$ cat src/rtl/ball_motion_controller.sv
// Moves a square ball around the visible area once per video frame, bouncing off
// the walls, with optional single-step operation and a registered ball-pixel flag.
module ball_motion_controller #(
  parameter int H_ACTIVE  = 640,
  parameter int V_ACTIVE  = 480,
  parameter int BALL_SIZE = 16,
  parameter int SPEED     = 2
) (
  input  logic       clk,
  input  logic       rst_n,
  input  logic       i_vsync,
  input  logic       i_de,
  input  logic [9:0] i_x,
  input  logic [9:0] i_y,
  input  logic       i_enable,
  input  logic       i_step_req,
  output logic       o_step_ack,
  output logic [9:0] o_ball_x,
  output logic [9:0] o_ball_y,
  output logic       o_draw_ball,
  output logic       o_bounce,
  output logic [7:0] o_frame_cnt
);

  // 11-bit arithmetic keeps pos + SPEED from wrapping near the right/bottom wall.
  localparam logic [10:0] X_LIM  = 11'(H_ACTIVE - BALL_SIZE);
  localparam logic [10:0] Y_LIM  = 11'(V_ACTIVE - BALL_SIZE);
  localparam logic [10:0] X_INIT = 11'((H_ACTIVE - BALL_SIZE) / 2);
  localparam logic [10:0] Y_INIT = 11'((V_ACTIVE - BALL_SIZE) / 2);
  localparam logic [10:0] SPD    = 11'(SPEED);
  localparam logic [10:0] SZ     = 11'(BALL_SIZE);

  typedef enum logic [1:0] {IDLE, MOVE_X, MOVE_Y, DONE} state_t;

  state_t      state;
  logic        vsync_q;
  logic [10:0] pos_x;
  logic [10:0] pos_y;
  logic        dir_right;
  logic        dir_down;
  logic        pending;
  logic        step_active;

  logic        frame_start;
  logic        step_req_valid;
  logic [10:0] x_fwd, y_fwd;
  logic [10:0] px, py;
  logic        in_x, in_y;

  assign frame_start    = vsync_q & ~i_vsync;
  assign step_req_valid = i_step_req & ~i_enable;
  assign x_fwd          = pos_x + SPD;
  assign y_fwd          = pos_y + SPD;
  assign px             = {1'b0, i_x};
  assign py             = {1'b0, i_y};
  assign in_x           = (px >= pos_x) && (px < pos_x + SZ);
  assign in_y           = (py >= pos_y) && (py < pos_y + SZ);

  assign o_ball_x = pos_x[9:0];
  assign o_ball_y = pos_y[9:0];

  // NOTE: all state here is updated with non-blocking assignments so every
  // register samples the values from before the edge, independent of order.
  always_ff @(posedge clk or negedge rst_n) begin
    if (!rst_n) begin
      state       <= IDLE;
      vsync_q     <= 1'b1;
      pos_x       <= X_INIT;
      pos_y       <= Y_INIT;
      dir_right   <= 1'b1;
      dir_down    <= 1'b1;
      pending     <= 1'b0;
      step_active <= 1'b0;
      o_frame_cnt <= 8'd0;
      o_draw_ball <= 1'b0;
      o_bounce    <= 1'b0;
      o_step_ack  <= 1'b0;
    end else begin
      vsync_q     <= i_vsync;
      o_draw_ball <= i_de & in_x & in_y;
      // Pulses default low; the state that raises one overrides below.
      o_bounce    <= 1'b0;
      o_step_ack  <= 1'b0;

      if (frame_start) o_frame_cnt <= o_frame_cnt + 8'd1;
      if (step_req_valid) pending <= 1'b1;

      case (state)
        IDLE: begin
          if (frame_start && (i_enable || pending || step_req_valid)) begin
            state       <= MOVE_X;
            step_active <= pending | step_req_valid;
          end
        end
        MOVE_X: begin
          if (dir_right) begin
            if (x_fwd >= X_LIM) begin
              pos_x     <= X_LIM;
              dir_right <= 1'b0;
              o_bounce  <= 1'b1;
            end else begin
              pos_x <= x_fwd;
            end
          end else begin
            if (pos_x <= SPD) begin
              pos_x     <= 11'd0;
              dir_right <= 1'b1;
              o_bounce  <= 1'b1;
            end else begin
              pos_x <= pos_x - SPD;
            end
          end
          state <= MOVE_Y;
        end
        MOVE_Y: begin
          if (dir_down) begin
            if (y_fwd >= Y_LIM) begin
              pos_y    <= Y_LIM;
              dir_down <= 1'b0;
              o_bounce <= 1'b1;
            end else begin
              pos_y <= y_fwd;
            end
          end else begin
            if (pos_y <= SPD) begin
              pos_y    <= 11'd0;
              dir_down <= 1'b1;
              o_bounce <= 1'b1;
            end else begin
              pos_y <= pos_y - SPD;
            end
          end
          state <= DONE;
        end
        DONE: begin
          // Requests that arrived during the update merge into the step just served.
          if (step_active) begin
            o_step_ack <= 1'b1;
            pending    <= 1'b0;
          end
          step_active <= 1'b0;
          state       <= IDLE;
        end
        default: state <= IDLE;
      endcase
    end
  end

endmodule
$ cat config.mk
export PLATFORM = sky130hd
export DESIGN_NAME = ball_motion_controller
export DESIGN_NICKNAME = d
export VERILOG_FILES = /design/src/rtl/ball_motion_controller.sv
export SDC_FILE = /design/constraint.sdc
export NUM_CORES = 1
export LEC_CHECK = 0
export ABC_CLOCK_PERIOD_IN_PS = 5350
export CAP_MARGIN = 20
export CELL_PAD_IN_SITES_DETAIL_PLACEMENT = 0
export CELL_PAD_IN_SITES_GLOBAL_PLACEMENT = 2
export CORE_ASPECT_RATIO = 1.1
export CORE_MARGIN = 2
export CORE_UTILIZATION = 36
export DETAILED_ROUTE_END_ITERATION = 8
export PLACE_DENSITY = 0.87
export SLEW_MARGIN = 20
export SYNTH_ARGS = -nofsm -noshare
export SYNTH_HDL_FRONTEND = slang
export SYNTH_SLANG_ARGS = --single-unit
$ cat constraint.sdc
create_clock -name clk -period 5.35 [get_ports clk]
set_input_delay 1.07 -clock clk [delete_from_list [all_inputs] [get_ports clk]]
set_output_delay 1.07 -clock clk [all_outputs]
set_load 0.1 [all_outputs]
==> impl_metrics.ini <==
[critical_path]
r2r-end = pos_x[10]$_DFFE_PN0P_
critPathCaptureType = output pin
startpoint_type = flip-flop
reg2regPathDepth = 7
path_class = reg2out
worst-path-stages = 1
crit_arrival_ps = 2270
critPathMaxStageDelay_ps = 1250
crit_family = buffers and inverters
reg2reg_slack_ps = 2600
crit_slowest_cell = clkdlybuf4s50_1
crit_chain = clkdlybuf4s50_1
worst-path-max-fanout = 16
crit_required_ps = 4280
crit_path_start = pos_x[6]$_DFFE_PN0P_
worst-path-buf-inv = 1
endpoint = o_ball_x[6]
crit-reg2reg-launch = pos_x[1]$_DFFE_PN0P_

[pwr]
switching_power_mw = 1.63
clock_power_share_pct = 7.1
p_leak_nw = 1.65
power_density_nw_per_um2 = 658
pwr-share-seq_pct = 25.1
switching_share_pct = 59.3
intPower_mw = 1.12
vdd_drop_max_uv = 424
combPwrFrac_pct = 67.8

[route]
drt-pass1-iter-count = 4
drtIter0Drc = 221
vias_per_cell = 5.66
totalWireLength_microns = 8920
vias = 3229
ant_nets = 0
wl_per_cell_microns = 15.6
drc_errors = 0

[timing]
finalCritPeriodShare_pct = 62.4
setup_ws_ps = 2010
final.min_clock_period_ps = 3340
relSlewSlack_pct = 34.4
hold_viol = 0
final_max_slew_viol_count = 0
skew_ps = 4.05
finalSetupTns_ps = 0
setup_viol = 0
rsz0062_at_grt = false
worst_pin_slew_ps = 980
fmax_ghz = 0.300

[logic_synthesis]
synthTopCellsByCount = 46 x ha_1, 32 x inv_1, 31 x nand2_1, 27 x dfrtp_1, 27 x o21ai_0
seq_area_frac_synth_pct = 26.0
avgSynthCellArea_sq_um = 8.60
synth_edf_count = 0
synthArstFlopShare_pct = 100
synthTopCellsByArea = dfrtp_1 18%, ha_1 15%, dfstp_2 7.8%
synth_top_area_share_pct = 18.2
synth_cells = 432
ys_ff_latch = 38
yosysUniqueCellTypes = 74
yosys_warnings = 0
syn-cell-area_sq_um = 3720
yosysTopAreaCell = dfrtp_1
synth_ff_type = dfrtp_1
synth.most_common_cell = ha_1

[grt]
grt_first_pass_wirelength_microns = 15100
grt.total_usage_pct = 16.4
antenna_found_initial = 0
grt_overflow = 0
grt_max_degree = 39
grt_pass1_vias = 3078

[clock_tree]
clockBufferDepth = 2
clockRootBuffer = clkbuf_8
cts_hold_buffers = 0
cts_sinks = 38
cts_setup_buffers = 0
numCtsBuffers = 5
cts.repair.resized = 0
htree_levels = 2
cts_tree = built
clk_pin_slew_ps = 80
clock_latency_ps = 290

[placed_design]
dpl.hpwl_microns = 6630
portBuffers = 52
place.gp.congestion = 0.839
pre_cts_slack_ps = 2240
dp.cells = 562

[floorplan]
design.core.area_sq_um = 9940
die-area_sq_um = 11200
rows = 38
ios = 57
die_x_microns = 101
die_h_microns = 111
initial_core_util_pct = 37.4

[final_layout]
finalNetCount = 521
syn2layout_area_growth_pct = 12.7
diodes = 0
layoutNonFillerInstCount = 570
drive_above_1_share_pct = 8.00

[run_status]
status = complete, no violations

[run]
maxCapViolCount = 0

[min_path]
hold_class = reg2reg
[worst min-delay path by stage]
stage,to,slack (ps),start,cells after the start
detailed placement,o_frame_cnt[7]$_DFFE_PN0P_,470,o_frame_cnt[7]$_DFFE_PN0P_,1
finish,o_frame_cnt[7]$_DFFE_PN0P_,480,o_frame_cnt[7]$_DFFE_PN0P_,1
global placement,o_frame_cnt[7]$_DFFE_PN0P_,460,o_frame_cnt[7]$_DFFE_PN0P_,1
global route,o_frame_cnt[7]$_DFFE_PN0P_,520,o_frame_cnt[7]$_DFFE_PN0P_,1
floorplan,o_step_ack$_DFF_PN0_,480,step_active$_DFFE_PN0P_,1
CTS,o_frame_cnt[7]$_DFFE_PN0P_,480,o_frame_cnt[7]$_DFFE_PN0P_,1
[kinds of logic (layout without fill, tap and decap cells)]
group | Yosys count | count (layout) | share of synthesized area, %
compound gates | 123 | 123 | 23.5
simple gates | 121 | 121 | 17.4
buf+inv | 75 | 92 | 10.7
fa+ha+maj | 46 | 46 | 15.5
flops | 38 | 38 | 26.0
xor+xnor | 26 | 26 | 6.13
mux | 2 | 2 | 0.606
other cells | 1 | 2 | 0.101
[per-layer routing]
metal	part of all wire (%)	wire [microns]	global-route usage, %
met1	49	4410	24.1
met4	1.1	97	3.93
met2	45	4050	24.8
met3	4.0	357	2.78
met5	0	0	0
[flip-flops by register name (all words and copies together), names as in the netlist]
register,cells
dir_down,1
dir_right,1
o_bounce,1
o_draw_ball,1
o_frame_cnt,8
o_step_ack,1
pending,1
pos_x,10
pos_y,10
state,2
step_active,1
vsync_q,1
[power groups by stage]
stage | Combinational (mW) | Clock [mW] | Sequential [mW]
2_1_floorplan | 1.52 | 0 | 0.704
3_3_place_gp | 1.86 | 0 | 0.691
3_5_place_dp | 1.87 | 0 | 0.691
4_1_cts | 1.88 | 0.204 | 0.689
5_1_grt | 2.03 | 0.217 | 0.724
6_report | 1.87 | 0.196 | 0.691
[stage by stage]
step	util, %	area, sq um	power [mW]	hold WS, ps
detailed placement	41.3	4110	2.56	470
global route	42.2	4190	2.97	520
finish	42.2	4190	2.76	476
floorplan	-	3720	2.23	481
global placement	41.3	4110	2.55	462
CTS	42.2	4190	2.77	485
[placed cells by master (no fill, tap or decap), types with 3 or more instances in the layout]
cell type,synthesis,final
o21ai_0,27,27
a211oi_1,7,7
a2bb2oi_1,3,3
xnor2_1,23,23
dfrtp_1,27,27
nor3_1,16,16
a31oi_1,9,9
a21o_1,5,5
nand2_1,31,31
nand3_1,18,18
or3_1,4,4
o221ai_1,3,3
a211o_1,3,3
o21a_1,7,7
ha_1,46,46
xor2_1,3,3
inv_1,32,32
o21ai_1,4,4
a21oi_1,17,17
and3_1,3,3
nand4_1,10,10
clkbuf_8,2,5
nor4_1,5,5
dfstp_2,11,11
nor2_1,16,16
o22ai_1,6,6
clkdlybuf4s50_1,0,51
[final cells by class]
| cell class | count | area [sq um] |
|---|---|---|
| Tap cell | 120 | 150 |
| Clock buffer | 6 | 72.6 |
| Multi-Input combinational cell | 320 | 2360 |
| Clock inverter | 2 | 10.0 |
| Sequential cell | 38 | 965 |
| Timing Repair Buffer | 52 | 515 |
| Inverter | 32 | 120 |
| Fill cell | 1027 | 5750 |
No activity file was read; power rests on OpenSTA's default activity.
